$ cat config.mk
export PLATFORM = sky130hd
export DESIGN_NAME = mmc_frame_capture_flat
export DESIGN_NICKNAME = d
export VERILOG_FILES = /design/src/rtl/mmc_capture_pkg.sv /design/src/rtl/mmc_frame_capture_if.sv /design/src/rtl/mmc_frame_fifo.sv /design/src/rtl/mmc_frame_capture.sv /design/src/flat_wrapper.sv
export SDC_FILE = /design/constraint.sdc
export NUM_CORES = 1
export LEC_CHECK = 0
export ABC_AREA = 1
export CORE_UTILIZATION = 45
export CTS_BUF_LIST = sky130_fd_sc_hd__clkbuf_2
export CTS_CLUSTER_SIZE = 14
export DETAILED_ROUTE_END_ITERATION = 8
export PLACE_DENSITY = 0.63
export SLEW_MARGIN = 20
export SYNTH_ARGS = -nofsm -noshare
export SYNTH_HDL_FRONTEND = slang
export SYNTH_SLANG_ARGS = --single-unit
$ cat constraint.sdc
create_clock -name clk -period 15.2 [get_ports clk]
set_input_delay 3.04 -clock clk [delete_from_list [all_inputs] [get_ports clk]]
set_output_delay 3.04 -clock clk [all_outputs]
set_load 0.05 [all_outputs]
$ cat src/rtl/mmc_capture_pkg.sv
// Shared definitions for the MMC/SD CMD-line frame sniffer: state encoding, default
// frame lengths, the command set that announces a long response, and the serial CRC7 step.
package mmc_capture_pkg;

  typedef logic [2:0] state_t;

  localparam state_t StIdle  = 3'd0;
  localparam state_t StTrans = 3'd1;
  localparam state_t StRecv  = 3'd2;
  localparam state_t StEnd   = 3'd3;
  localparam state_t StPush  = 3'd4;

  localparam int unsigned ShortLenDefault = 48;
  localparam int unsigned LongLenDefault  = 136;

  // CMD2, CMD9 and CMD10 are answered with a 136-bit R2 response.
  localparam logic [63:0] LongCmdMask = (64'd1 << 2) | (64'd1 << 9) | (64'd1 << 10);

  function automatic logic is_long_cmd(input logic [5:0] idx);
    return LongCmdMask[idx];
  endfunction

  // One serial step of CRC7, polynomial x^7 + x^3 + 1.
  function automatic logic [6:0] crc7_next(input logic [6:0] crc, input logic b);
    logic fb;
    fb = crc[6] ^ b;
    return {crc[5:0], 1'b0} ^ (fb ? 7'h09 : 7'h00);
  endfunction

endpackage

$ cat src/rtl/mmc_frame_capture_if.sv
// Readout handshake for captured frames: FWFT head-of-queue data plus a pop strobe.
interface mmc_frame_capture_if
  import mmc_capture_pkg::*;
#(
  parameter int unsigned LONG_LEN = LongLenDefault
);
  logic [LONG_LEN-1:0] msg_packet;
  logic                msg_long;
  logic                msg_dir;
  logic                msg_crc_ok;
  logic                msg_end_ok;
  logic                msg_valid;
  logic                msg_ready;

  modport master (
    output msg_packet, msg_long, msg_dir, msg_crc_ok, msg_end_ok, msg_valid,
    input  msg_ready
  );

  modport slave (
    input  msg_packet, msg_long, msg_dir, msg_crc_ok, msg_end_ok, msg_valid,
    output msg_ready
  );
endinterface

$ cat src/rtl/mmc_frame_fifo.sv
// First-word-fall-through frame queue; a push into a full queue succeeds only if the
// head is popped in the same cycle. Read data is forced to zero while empty.
module mmc_frame_fifo #(
  parameter int unsigned WIDTH = 140,
  parameter int unsigned DEPTH = 4
) (
  input  logic                      clk,
  input  logic                      reset_i,
  input  logic                      push,
  input  logic [WIDTH-1:0]          wr_data,
  output logic                      push_ok,
  input  logic                      pop_ready,
  output logic [WIDTH-1:0]          rd_data,
  output logic                      rd_valid,
  output logic [$clog2(DEPTH):0]    count
);
  localparam int unsigned AW   = $clog2(DEPTH);
  localparam int unsigned CntW = AW + 1;

  logic [WIDTH-1:0] mem [DEPTH];
  logic [AW-1:0]    wr_ptr_q, rd_ptr_q;
  logic [CntW-1:0]  count_q, count_d;
  logic             wr_en, pop;

  assign rd_valid = (count_q != '0);
  assign pop      = rd_valid & pop_ready;
  assign push_ok  = (count_q != CntW'(DEPTH)) | pop;
  assign wr_en    = push & push_ok;
  assign rd_data  = rd_valid ? mem[rd_ptr_q] : '0;
  assign count    = count_q;

  always_comb begin
    count_d = count_q;
    if (wr_en && !pop) begin
      count_d = count_q + CntW'(1);
    end else if (!wr_en && pop) begin
      count_d = count_q - CntW'(1);
    end
  end

  always_ff @(posedge clk or posedge reset_i) begin
    if (reset_i) begin
      wr_ptr_q <= '0;
      rd_ptr_q <= '0;
      count_q  <= '0;
    end else begin
      if (wr_en) wr_ptr_q <= wr_ptr_q + AW'(1);
      if (pop)   rd_ptr_q <= rd_ptr_q + AW'(1);
      count_q <= count_d;
    end
  end

  always_ff @(posedge clk) begin
    if (wr_en) mem[wr_ptr_q] <= wr_data;
  end

endmodule

$ cat src/rtl/mmc_frame_capture.sv
// Passive MMC/SD CMD-line sniffer: oversamples the bus in the clk domain, frames host
// commands and card responses (48 or 136 bits), checks CRC7 and end bit, and queues them.
module mmc_frame_capture
  import mmc_capture_pkg::*;
#(
  parameter int unsigned LONG_LEN   = LongLenDefault,
  parameter int unsigned SHORT_LEN  = ShortLenDefault,
  parameter int unsigned FIFO_DEPTH = 4
) (
  input  logic                        clk,
  input  logic                        reset_i,
  input  logic                        capture_en,
  input  logic                        mmc_clk,
  input  logic                        mmc_cmd,
  mmc_frame_capture_if.master         msg,
  output logic [$clog2(FIFO_DEPTH):0] fifo_count,
  output logic [15:0]                 overflow_cnt,
  output logic [2:0]                  debug_state,
  output logic [8:0]                  debug_cnt
);
  localparam int unsigned EntryW = LONG_LEN + 4;

  logic [1:0]          clk_sync_q, cmd_sync_q;
  logic                clk_dly_q, cmd_dly_q;
  logic                mmc_edge, mmc_bit;

  state_t              state_q, state_d;
  logic [8:0]          cnt_q, cnt_d, cnt_inc, target;
  logic [LONG_LEN-1:0] shreg_q, shreg_d, shift_in;
  logic [6:0]          crc_q, crc_d;
  logic                dir_q, dir_d, long_q, long_d, end_ok_q, end_ok_d;
  logic                long_pending_q, long_pending_d;
  logic [15:0]         overflow_q, overflow_d;
  logic                crc_cover, crc_ok, push, push_ok, rd_valid;
  logic [EntryW-1:0]   rd_data;

  // Clock and data share identical delay, so the delayed data bit is the one set up
  // before the detected rising edge.
  assign mmc_edge = clk_sync_q[1] & ~clk_dly_q;
  assign mmc_bit  = cmd_dly_q;

  assign cnt_inc  = cnt_q + 9'd1;
  assign target   = long_q ? 9'(LONG_LEN) : 9'(SHORT_LEN);
  assign shift_in = {shreg_q[LONG_LEN-2:0], mmc_bit};
  assign crc_ok   = (crc_q == shreg_q[7:1]);
  // Long frames skip start, direction and the reserved field ahead of bit 127.
  assign crc_cover = long_q ? (cnt_inc >= 9'd9 && cnt_inc <= 9'(LONG_LEN - 8))
                            : (cnt_inc <= 9'(SHORT_LEN - 8));

  always_comb begin
    state_d        = state_q;
    cnt_d          = cnt_q;
    shreg_d        = shreg_q;
    crc_d          = crc_q;
    dir_d          = dir_q;
    long_d         = long_q;
    end_ok_d       = end_ok_q;
    long_pending_d = long_pending_q;
    push           = 1'b0;
    case (state_q)
      StIdle: begin
        cnt_d = '0;
        if (mmc_edge && !mmc_bit && capture_en) begin
          state_d = StTrans;
          cnt_d   = 9'd1;
          shreg_d = {{(LONG_LEN-1){1'b0}}, mmc_bit};
          crc_d   = '0;
        end
      end
      StTrans: begin
        if (mmc_edge) begin
          shreg_d = shift_in;
          cnt_d   = cnt_inc;
          dir_d   = mmc_bit;
          long_d  = !mmc_bit && long_pending_q;
          if (!long_d) crc_d = crc7_next(crc_q, mmc_bit);
          state_d = StRecv;
        end
      end
      StRecv: begin
        if (mmc_edge) begin
          shreg_d = shift_in;
          cnt_d   = cnt_inc;
          if (crc_cover) crc_d = crc7_next(crc_q, mmc_bit);
          if (cnt_inc == target - 9'd1) state_d = StEnd;
        end
      end
      StEnd: begin
        if (mmc_edge) begin
          shreg_d  = shift_in;
          cnt_d    = cnt_inc;
          end_ok_d = mmc_bit;
          state_d  = StPush;
        end
      end
      StPush: begin
        push           = 1'b1;
        cnt_d          = '0;
        long_pending_d = dir_q && is_long_cmd(shreg_q[SHORT_LEN-3 -: 6]);
        state_d        = StIdle;
      end
      default: state_d = StIdle;
    endcase
  end

  always_comb begin
    overflow_d = overflow_q;
    if (push && !push_ok && overflow_q != 16'hFFFF) overflow_d = overflow_q + 16'd1;
  end

  always_ff @(posedge clk or posedge reset_i) begin
    if (reset_i) begin
      clk_sync_q     <= '0;
      cmd_sync_q     <= '0;
      clk_dly_q      <= 1'b0;
      cmd_dly_q      <= 1'b0;
      state_q        <= StIdle;
      cnt_q          <= '0;
      shreg_q        <= '0;
      crc_q          <= '0;
      dir_q          <= 1'b0;
      long_q         <= 1'b0;
      end_ok_q       <= 1'b0;
      long_pending_q <= 1'b0;
      overflow_q     <= '0;
    end else begin
      clk_sync_q     <= {clk_sync_q[0], mmc_clk};
      cmd_sync_q     <= {cmd_sync_q[0], mmc_cmd};
      clk_dly_q      <= clk_sync_q[1];
      cmd_dly_q      <= cmd_sync_q[1];
      state_q        <= state_d;
      cnt_q          <= cnt_d;
      shreg_q        <= shreg_d;
      crc_q          <= crc_d;
      dir_q          <= dir_d;
      long_q         <= long_d;
      end_ok_q       <= end_ok_d;
      long_pending_q <= long_pending_d;
      overflow_q     <= overflow_d;
    end
  end

  mmc_frame_fifo #(
    .WIDTH(EntryW),
    .DEPTH(FIFO_DEPTH)
  ) u_fifo (
    .clk      (clk),
    .reset_i  (reset_i),
    .push     (push),
    .wr_data  ({shreg_q, long_q, dir_q, crc_ok, end_ok_q}),
    .push_ok  (push_ok),
    .pop_ready(msg.msg_ready),
    .rd_data  (rd_data),
    .rd_valid (rd_valid),
    .count    (fifo_count)
  );

  assign {msg.msg_packet, msg.msg_long, msg.msg_dir, msg.msg_crc_ok, msg.msg_end_ok} = rd_data;
  assign msg.msg_valid = rd_valid;
  assign overflow_cnt  = overflow_q;
  assign debug_state   = state_q;
  assign debug_cnt     = cnt_q;

endmodule
$ cat src/flat_wrapper.sv
// flat-port wrapper written by rule: the top's interface ports become plain ports
module mmc_frame_capture_flat import mmc_capture_pkg::*;
#(
  parameter int unsigned LONG_LEN   = LongLenDefault,
  parameter int unsigned SHORT_LEN  = ShortLenDefault,
  parameter int unsigned FIFO_DEPTH = 4
)
  (clk, reset_i, capture_en, mmc_clk, mmc_cmd, fifo_count, overflow_cnt, debug_state, debug_cnt, msg_msg_packet, msg_msg_long, msg_msg_dir, msg_msg_crc_ok, msg_msg_end_ok, msg_msg_valid, msg_msg_ready);
  mmc_frame_capture_if #(.LONG_LEN(LONG_LEN)) msg_i ();
  input  logic clk;
  input  logic reset_i;
  input  logic capture_en;
  input  logic mmc_clk;
  input  logic mmc_cmd;
  output logic [$clog2(FIFO_DEPTH):0] fifo_count;
  output logic [15:0] overflow_cnt;
  output logic [2:0] debug_state;
  output logic [8:0] debug_cnt;
  output wire logic [$bits(msg_i.msg_packet)-1:0] msg_msg_packet;
  output wire logic [$bits(msg_i.msg_long)-1:0] msg_msg_long;
  output wire logic [$bits(msg_i.msg_dir)-1:0] msg_msg_dir;
  output wire logic [$bits(msg_i.msg_crc_ok)-1:0] msg_msg_crc_ok;
  output wire logic [$bits(msg_i.msg_end_ok)-1:0] msg_msg_end_ok;
  output wire logic [$bits(msg_i.msg_valid)-1:0] msg_msg_valid;
  input wire logic [$bits(msg_i.msg_ready)-1:0] msg_msg_ready;
  assign msg_msg_packet = msg_i.msg_packet;
  assign msg_msg_long = msg_i.msg_long;
  assign msg_msg_dir = msg_i.msg_dir;
  assign msg_msg_crc_ok = msg_i.msg_crc_ok;
  assign msg_msg_end_ok = msg_i.msg_end_ok;
  assign msg_msg_valid = msg_i.msg_valid;
  assign msg_i.msg_ready = msg_msg_ready;
  mmc_frame_capture #(.LONG_LEN(LONG_LEN), .SHORT_LEN(SHORT_LEN), .FIFO_DEPTH(FIFO_DEPTH)) u_core (.clk(clk), .reset_i(reset_i), .capture_en(capture_en), .mmc_clk(mmc_clk), .mmc_cmd(mmc_cmd), .msg(msg_i), .fifo_count(fifo_count), .overflow_cnt(overflow_cnt), .debug_state(debug_state), .debug_cnt(debug_cnt));
endmodule
==> results of run 1 <==
[cell type report]
| type | instances | area, um2 | area share, % |
|---|---|---|---|
| antenna | 3 | 7.51 | 0.0221 |
| clock buffer | 286 | 1430 | 4.21 |
| clock inverter | 59 | 283 | 0.832 |
| inverter | 65 | 274 | 0.807 |
| multi-input combinational | 1662 | 7420 | 21.8 |
| sequential | 748 | 21500 | 63.4 |
| tap | 855 | 1070 | 3.15 |
| timing repair buffer | 197 | 1960 | 5.77 |
[sequential cells by signal, summed over array words and instances, names as in the netlist, 2 cells and up]
signal / flops
u_core.u_fifo.mem: 560
u_core.shreg_q: 136
u_core.overflow_cnt: 16
u_core.debug_cnt: 9
u_core.crc_q: 7
u_core.debug_state: 3
u_core.u_fifo.count: 3
u_core.clk_sync_q: 2
u_core.cmd_sync_q: 2
u_core.u_fifo.rd_ptr_q: 2
u_core.u_fifo.wr_ptr_q: 2
[path summary, 6_finish.rpt]
path / to / slack [ns] / depth (start not counted)
max: msg_msg_packet[135] / 6.78 / 7
min: u_core.clk_sync_q[1]$_DFF_PP0_ / 0.35 / 0
max reg2reg: u_core.u_fifo.mem[2][31]$_DFFE_PP_ / 11.59 / 6
min reg2reg: u_core.clk_sync_q[1]$_DFF_PP0_ / 0.35 / 0
max in group asynchronous: u_core.debug_cnt[3]$_DFFE_PP0P_ / 10.85 / 4
min in group asynchronous: u_core.shreg_q[88]$_DFFE_PP0P_ / 2.19 / 2
[logic make-up after synthesis]
group           count (synthesis)  share of synthesized area [%]
flops                         748                           72.3
xor+xnor                       27                          0.795
mux                             1                         0.0378
simple gates                 1163                           15.6
compound gates                459                           7.84
buf+inv                       218                           2.88
fa+ha+maj                      12                          0.530
[cells in the mapped netlist (17+ instances only)]
master and n:
a21oi_1 141, nand3_1 163, o21ai_0 303, inv_1 58, dfrtp_1 188, xor2_1 19
buf_1 17, nor2_1 608, edfxtp_1 560, buf_2 20, nand2_1 363, clkbuf_1 112
[stage by stage]
stage          instances  worst slack (ns)
3_3_place_gp        3527              8.12
3_5_place_dp        3527              8.13
5_1_grt             3875              6.37
2_1_floorplan       2628              5.42
6_report            3875              6.78
4_1_cts             3872              6.58
[worst max-delay path, cell delays in order, from the launching register on]
cell,delay (ns)
dfrtp_4,0.58
buf_4,0.86
buf_4,0.86
nor2_1,0.12
nor2_1,0.10
o21ai_0,0.09
a21oi_1,0.49
clkdlybuf4s50_1,0.91
[power groups by stage]
stage | clock network [mW] | logic (mW) | registers (mW)
global placement | 0 | 3.43 | 2.38
CTS | 1.37 | 3.47 | 2.34
floorplan | 0 | 2.27 | 2.40
global route | 1.47 | 3.67 | 2.35
detailed placement | 0 | 3.45 | 2.38
finish | 1.32 | 3.43 | 2.34
[layer usage]
metal	share of wire, %	routed length (um)
met5	0	0
met4	1.6	1130
met3	6.6	4660
met2	49	34500
met1	43	30700
==> results.md, run 1 <==
- Drt first pass iters: 7
- Fin nets: 2877
- Most frequent cells in the layout: nor2_1 (603), edfxtp_1 (560), nand2_1 (363), o21ai_0 (303), clkbuf_2 (286)
- CTS Buf Count: 185
- CTS H-tree depth: 4
- Core Box Area: 64900 um2
- Final core area utilization: 52.3%
- Seq/Total Area, Yosys: 72.3%
- Setup tns final: 0 ns
- Initial antenna violation count: 2
- Cell Area, Synth: 29800 um2
- Via count: 20265
- Fin. Hold Viols: 0
- RSZ-0062 raised after global routing: false
- First-pass GRT wire length: 112000 um
- Commonest non-fill, non-tap cell in the layout: nor2_1
- Share of layout cells above drive strength 1: 11.4%
- Gate power share: 48.4%
- Hold WS: 0.349 ns
- Design Power: 7.09 mW
- Largest net degree at the start of global routing: 184
- Maximum vdd drop: 0.000162 V
- Final Instance Area: 34000 um2
- Post-CTS Resized: 0
- Via density: 5.23
- Area Growth Syn to Fin: 14.2%
- HP Class: reg -> reg
- Gr usage total: 21.5%
- CP Launch Type: register
- Crit Path Category: reg -> out
- Leak Pwr: 13.1 nW
- Die Span X: 259 um
- Asr flop ratio synth: 25.1%
- Final period util: 55.4%
- Rel. slew slack: 23.3%
- Switching power share of the total: 47.8%
- Hold buffers post-CTS: 0
- Worst Setup SP: u_core.u_fifo.rd_ptr_q[0]$_DFFE_PP0P_
- Clock Tree Buf Depth: 3
- Worst EP required: 12.16 ns
- Dpl cell area: 32200 um2
- Distinct cell type count after synthesis: 32
- Top post-synthesis cells by area: edfxtp_1 (57%), dfrtp_1 (16%), nor2_1 (7.7%)
- Critical path endpoint category: output pin
- Wire length per cell: 18.3 um
- Starting Density: 45.8%
- Sequential power share: 33.0%
- Register bit total from synthesis: 748
- Max-cap violations: 0
- CTS clk-pin slew, worst paths: 0.11 ns
- Yosys top cell by area: edfxtp_1
- Met3 usage: 5.68%
- IO Pins: 178
- Die area: 67200 um2
- Post-CTS Setup Bufs: 0
- Chip Height: 259 um
- PwrDens: 209 nW/um2
- Outcome: finished clean
- Syn. warnings: 0
- Final wirelength: 71000 um
- Dpl hpwl: 34600 um
- Crit-path max FO: 96
- Fillers: 5726
- Yosys top cell area share: 56.5%
- CTS tree: built
- CP arrival: 5.38 ns
- Post-Syn Area per Cell: 11.3 um2
- Routed Antenna Nets: 0
- Vias in the first global route: 20304
- Measured slew at the worst slew-check pin: 1.15 ns
- CTS Sinks: 748
- EDFF count, synth: 560
- Pint: 3.70 mW
- Net Sw Power: 3.39 mW
- Total grt overflow: 0
- Met2 Resource Use GR: 35.0%
- Fmax: 0.119 GHz
- Final Critical Period: 8.42 ns
- Number of port buffers: 177
- Met1 Usage GRT: 28.0%
- DR DRC count: 0
- DR iter-0 viols: 1457
- Worst Skew: 0.0567 ns
- Top FF cell, synth: edfxtp_1
- R2R Path Start: u_core.debug_state[0]$_DFFE_PP0P_
- CTS Root Cell: clkbuf_2
- Syn nets: 2646
- Post-Synthesis Cells: 2628
- Site row count: 93
- Setup violations, final: 0
- Top Usage Layer GRT: met2
- Hold Startpoint: u_core.clk_sync_q[0]$_DFF_PP0_
- Fin. max-slew vios: 0
- Worst-Skew Late Latency: 1.32 ns
- RePlAce Congestion: 0.841
- Clock share of power: 18.6%
Power figures use the tool's default switching activity.
==> run 2, diff against run 1 <==
- PLACE_DENSITY: 0.63 -> 0.66
- clock period: 15.2 -> 7.1 ns (I/O delays scaled with it)
==> results.md, run 2 (synthesis results as in run 1) <==
- Via count: 20347 (+0.40%)
- Leak Pwr: 13.2 nW (+0.71%)
- CP Capture Point: msg_msg_packet[69]
- R2R Path Start: u_core.u_fifo.count[0]$_DFFE_PP0P_
- Fin. Hold Viols: 0 (unchanged)
- Maximum vdd drop: 0.000377 V (+130%)
- Chip Height: 259 um (unchanged)
- Register with the most flip-flops: u_core.u_fifo.mem
- Vias in the first global route: 20177 (-0.63%)
- Reg2Reg Capture Point: u_core.u_fifo.count[2]$_DFFE_PP0P_
- Final period util: 90.3%
- Worst Skew: 0.0644 ns (+0.00770 ns)
- Critical path endpoint category: output pin
- Sequential power share: 33.2% (+0.2 points)
- Outcome: finished clean
- RSZ-0062 raised after global routing: false
- Sequential cell area: 21500 um2 (unchanged)
- Die Span X: 259 um (unchanged)
- R2r setup slk: 3.82 ns (-7.77 ns)
- Worst EP required: 5.68 ns (-6.48 ns)
- Worst r2r path cells: 13 (+7)
- CTS Root Cell: clkbuf_2
- Post-CTS Resized: 0 (unchanged)
- Dpl hpwl: 36700 um (+6.1%)
- Clock share of power: 19.5% (+0.9 points)
- IO Pins: 178 (unchanged)
- CTS Sinks: 748 (unchanged)
- Switching power share of the total: 47.1% (-0.66 points)
- Clock Tree Buf Depth: 3 (unchanged)
- Drt first pass iters: 6 (-1)
- Setup ws final: 0.687 ns (-6.09 ns)
- CP Launch Type: register
- Worst-Skew Late Latency: 1.37 ns (+0.05 ns)
- Fin nets: 2882 (+0.17%)
- First-pass GRT wire length: 111000 um (-0.13%)
- RePlAce Congestion: 0.816 (-2.9%)
- Final Critical Period: 6.41 ns
- Commonest non-fill, non-tap cell in the layout: nor2_1
- Hold buffers post-CTS: 0 (unchanged)
- CTS H-tree depth: 4 (unchanged)
- Wire length per cell: 18.3 um (about the same)
- Design Power: 15.3 mW (+120%)
- Share of layout cells above drive strength 1: 11.9% (+0.49 points)
- Max-cap violations: 0 (unchanged)
- Rel. slew slack: 26.1% (+2.8 points)
- CTS tree: built
- DR DRC count: 0 (unchanged)
- Measured slew at the worst slew-check pin: 1.11 ns (-0.0419 ns)
- Largest stage delay, worst path: 1.08 ns (+0.17 ns)
- Gr usage total: 21.5% (+0.025 points)
- CP arrival: 4.99 ns (-0.39 ns)
- Gate power share: 47.3% (-1.1 points)
- Total grt overflow: 0 (unchanged)
- Final Instance Area: 34200 um2 (+0.57%)
- PwrDens: 449 nW/um2 (+110%)
- Pre-CTS setup slack: 2.17 ns (-5.96 ns)
- Via density: 5.25 (+0.30%)
- Most frequent cells in the layout: nor2_1 (603), edfxtp_1 (560), nand2_1 (363), o21ai_0 (303), clkbuf_2 (289)
- Routed Antenna Nets: 0 (unchanged)
- Net Sw Power: 7.22 mW (+110%)
- Pint: 8.10 mW (+120%)
- Post-CTS Setup Bufs: 0 (unchanged)
- Fillers: 5635 (-1.6%)
- Area Growth Syn to Fin: 14.8%
- Fin. max-slew vios: 0 (unchanged)
- Largest net degree at the start of global routing: 253 (+38%)
- DR iter-0 viols: 1603 (+10%)
- Dpl cell area: 32300 um2 (+0.15%)
- Initial antenna violation count: 1 (-1)
- Number of port buffers: 177 (unchanged)
- Site row count: 93 (unchanged)
- Setup violations, final: 0 (unchanged)
- Starting Density: 45.8% (unchanged)
- Die area: 67200 um2 (unchanged)
- Worst path cell trace: inv_6 > buf_4 > nor2_1 > o21ai_0 > a21oi_1 > clkdlybuf4s50_1
- CTS clk-pin slew, worst paths: 0.11 ns (about the same)
- Fmax: 0.156 GHz
- Worst Setup SP: u_core.u_fifo.rd_ptr_q[1]$_DFFE_PP0P_
- Crit Path Category: reg -> out
- Core Box Area: 64900 um2 (unchanged)
- CTS Buf Count: 184 (-0.54%)
- Slowest CP cell: dfrtp_4
- Area of the multi-input gates: 7420 um2 (unchanged)
- HP Class: reg -> reg
- Crit-path max FO: 107 (+11%)
- Max reg flops: 560 (unchanged)
- Final wirelength: 71000 um (about the same)
## run 2: cell types whose count changed in the layout (fill, tap and decap cells not counted), sizes merged
| cell | change |
|---|---|
| diode | +2 |
| bufinv | +4 |
| clkbuf | +3 |
| inv | -2 |
| clkinvlp | +2 |
| buf | +6 |
| clkinv | -11 |
## run 2: through the flow
stage	hold WS, ns	TNS, ns	cells	util, %
2_1_floorplan	0.331	-592.54	2628	-
3_3_place_gp	0.332	0	3532	49.7
3_5_place_dp	0.340	0	3532	49.7
4_1_cts	0.309	0	3873	52.6
5_1_grt	0.370	0	3879	52.6
6_report	0.365	0	3879	52.6
## run 2: worst max-delay path, delay by kind of cell (launching register included)
kind                   cells  cell delay (ns)
AOI/OAI and AO/OA          2             0.32
buffers and inverters      3             1.90
and+or+nand+nor            1             0.14
DFF                        1             1.08
## run 2: layout make-up
| class | instances | area share [%] |
|---|---|---|
| flip-flops and latches | 748 | 63.0 |
| repair buffers | 203 | 5.96 |
| diodes | 5 | 0.0366 |
| well taps | 855 | 3.13 |
| inverters | 65 | 0.802 |
| multi-input cells | 1662 | 21.7 |
| clock buffers | 289 | 4.23 |
| clock inverters | 52 | 1.11 |
## run 2: power groups by stage
stage | clock network [mW] | logic, mW | registers, mW
3_5_place_dp | 0 | 7.28 | 5.18
2_1_floorplan | 0 | 4.86 | 5.15
4_1_cts | 3.08 | 7.32 | 5.09
6_report | 2.98 | 7.25 | 5.09
3_3_place_gp | 0 | 7.23 | 5.17
5_1_grt | 3.30 | 7.75 | 5.11
## run 2: how the worst min path moves through the flow
| stage | depth (start not counted) | slack (ns) | from | endpoint |
|---|---|---|---|---|
| 2_1_floorplan | 0 | 0.33 | u_core.clk_sync_q[0]$_DFF_PP0_ | u_core.clk_sync_q[1]$_DFF_PP0_ |
| 3_3_place_gp | 0 | 0.33 | u_core.cmd_sync_q[1]$_DFF_PP0_ | u_core.cmd_dly_q$_DFF_PP0_ |
| 3_5_place_dp | 0 | 0.34 | u_core.cmd_sync_q[0]$_DFF_PP0_ | u_core.cmd_sync_q[1]$_DFF_PP0_ |
| 4_1_cts | 1 | 0.31 | mmc_cmd | u_core.cmd_sync_q[0]$_DFF_PP0_ |
| 5_1_grt | 1 | 0.37 | mmc_cmd | u_core.cmd_sync_q[0]$_DFF_PP0_ |
| 6_report | 0 | 0.36 | u_core.cmd_sync_q[0]$_DFF_PP0_ | u_core.cmd_sync_q[1]$_DFF_PP0_ |
## run 2: routing by layer
layer / vias to the layer above / GRT usage, % / part of all wire (%)
met5: - / 0 / 0
met4: 0 / 7.39 / 1.5
met3: 90 / 5.14 / 6.6
met2: 712 / 34.9 / 48
met1: 9917 / 28.4 / 44
li1: 9628 / - / -
==> run 3, diff against run 2 <==
- CTS_CLUSTER_DIAMETER: default -> 30
==> results.md, run 3 (synthesis results as in run 1) <==
- Dpl cell area: 32300 um2 (unchanged)
- PwrDens: 453 nW/um2 (+1.0%)
- CTS clk-pin slew, worst paths: 0.16 ns (+0.05 ns)
- Largest stage delay, worst path: 1.09 ns (about the same)
- Site row count: 93 (unchanged)
- Routed Antenna Nets: 0 (unchanged)
- Final wirelength: 70700 um (-0.46%)
- Largest net degree at the start of global routing: 253 (unchanged)
- Hold buffers post-CTS: 0 (unchanged)
- Fin. max-slew vios: 0 (unchanged)
- Fin nets: 2841 (-1.4%)
- Register with the most flip-flops: u_core.u_fifo.mem
- Buffers plus inverters on the worst setup path: 3 (unchanged)
- Fillers: 5562 (-1.3%)
- Vias in the first global route: 19810 (-1.8%)
- Placed Cells: 3532 (unchanged)
- HP Class: reg -> reg
- Number of port buffers: 177 (unchanged)
- Crit-path max FO: 107 (unchanged)
- Via density: 5.28 (+0.62%)
- Via count: 20067 (-1.4%)
- DR DRC count: 0 (unchanged)
- Area Growth Syn to Fin: 14.9% (about the same)
- CTS H-tree depth: 4 (unchanged)
- Total grt overflow: 0 (unchanged)
- CP delay by family, top: buffers and inverters
- Worst path cell trace: inv_6 > buf_4 > nor2_1 > o21ai_0 > a21oi_1 > clkdlybuf4s50_1
- Commonest non-fill, non-tap cell in the layout: nor2_1
- CTS Root Cell: clkbuf_2
- Share of layout cells above drive strength 1: 10.2% (-1.7 points)
- Starting Density: 45.8% (unchanged)
- Drt first pass iters: 6 (unchanged)
- RePlAce Congestion: 0.816 (unchanged)
- Outcome: finished clean
- Fin. Hold Viols: 0 (unchanged)
- Core Box Area: 64900 um2 (unchanged)
- Dpl hpwl: 36700 um (unchanged)
- CTS Buf Count: 143 (-22%)
- Pre-CTS setup slack: 2.17 ns (unchanged)
- DR iter-0 viols: 1783 (+11%)
- Clock Tree Buf Depth: 3 (unchanged)
- Initial antenna violation count: 1 (unchanged)
- Slowest CP cell: dfrtp_4
- Max reg flops: 560 (unchanged)
- Final Critical Period: 6.34 ns (-0.0698 ns)
- Worst Skew: 0.0999 ns (+0.0355 ns)
- First-pass GRT wire length: 110000 um (-0.92%)
- CP Launch Type: register
- Final period util: 89.3% (-0.98 points)
- Wire length per cell: 18.6 um (+1.6%)
- Die area: 67200 um2 (unchanged)
- Setup ws final: 0.756 ns (+0.0698 ns)
- Chip Height: 259 um (unchanged)
- Die Span X: 259 um (unchanged)
- Gr usage total: 21.3% (-0.18 points)
- CP arrival: 4.92 ns (-0.07 ns)
- Worst EP required: 5.68 ns (about the same)
- Final cell count without fillers: 3802 (-2.0%)
- Fmax: 0.158 GHz (+1.1%)
- RSZ-0062 raised after global routing: false
- Measured slew at the worst slew-check pin: 1.12 ns (+0.0101 ns)
- Critical path endpoint category: output pin
- CTS tree: built
- IO Pins: 178 (unchanged)
- Most frequent cells in the layout: nor2_1 (603), edfxtp_1 (560), nand2_1 (363), o21ai_0 (303), dfrtp_1 (186)
- Maximum vdd drop: 0.000366 V (-2.8%)
- Leak Pwr: 13.1 nW (-1.3%)
- Max-cap violations: 0 (unchanged)
- Crit Path Category: reg -> out
- Post-CTS Resized: 0 (unchanged)
- Setup violations, final: 0 (unchanged)
- Rel. slew slack: 25.4% (-0.67 points)
- Final core area utilization: 52.6% (about the same)
- Final Instance Area: 34200 um2 (about the same)
- Worst-Skew Late Latency: 1.32 ns (-0.05 ns)
- CTS Sinks: 748 (unchanged)
- Post-CTS Setup Bufs: 0 (unchanged)
run 3: worst paths after layout:
| kind | start | endpoint | slack [ns] | cells after the start |
|---|---|---|---|---|
| setup reg to reg | u_core.u_fifo.count[0]$_DFFE_PP0P_ | u_core.u_fifo.count[2]$_DFFE_PP0P_ | 3.80 | 13 |
| min in group asynchronous | reset_i | u_core.shreg_q[101]$_DFFE_PP0P_ | 0.60 | 2 |
| hold reg to reg | u_core.cmd_sync_q[1]$_DFF_PP0_ | u_core.cmd_dly_q$_DFF_PP0_ | 0.35 | 0 |
| setup / recovery | u_core.u_fifo.rd_ptr_q[1]$_DFFE_PP0P_ | msg_msg_packet[69] | 0.76 | 6 |
| hold / removal | u_core.cmd_sync_q[1]$_DFF_PP0_ | u_core.cmd_dly_q$_DFF_PP0_ | 0.35 | 0 |
| max in group asynchronous | reset_i | u_core.shreg_q[46]$_DFFE_PP0P_ | 5.05 | 3 |
run 3: metrics by stage:
step	TNS (ns)	hold slack, ns	power (mW)
floorplan	-592.54	0.331	10.0
global placement	0	0.332	12.4
detailed placement	0	0.340	12.5
CTS	0	0.330	15.6
global route	0	0.361	16.3
finish	0	0.346	15.5
run 3: final cells by class:
cell class	count	area, um2	area share (%)
clock buffers	165	826	2.42
inverters	65	274	0.802
flip-flops and latches	748	21500	63.0
well taps	855	1070	3.13
repair buffers	203	2040	5.96
multi-input cells	1662	7420	21.7
diodes	5	12.5	0.0366
clock inverters	99	1020	2.98
run 3: power by group:
part / total [mW] / switching (mW) / leakage, nW / internal [mW]
logic: 7.27 / 5.30 / 4.35 / 1.97
clock network: 3.13 / 1.74 / 1.20 / 1.39
registers: 5.09 / 0.251 / 7.50 / 4.84
total: 15.5 / 7.29 / 13.1 / 8.20
run 3: layer usage:
metal	global-route usage (%)	share of wire [%]	up-vias
met1	28.5	44	9833
li1	-	-	9511
met4	6.94	1.7	0
met3	4.75	6.3	101
met5	0	0	-
met2	34.6	48	622
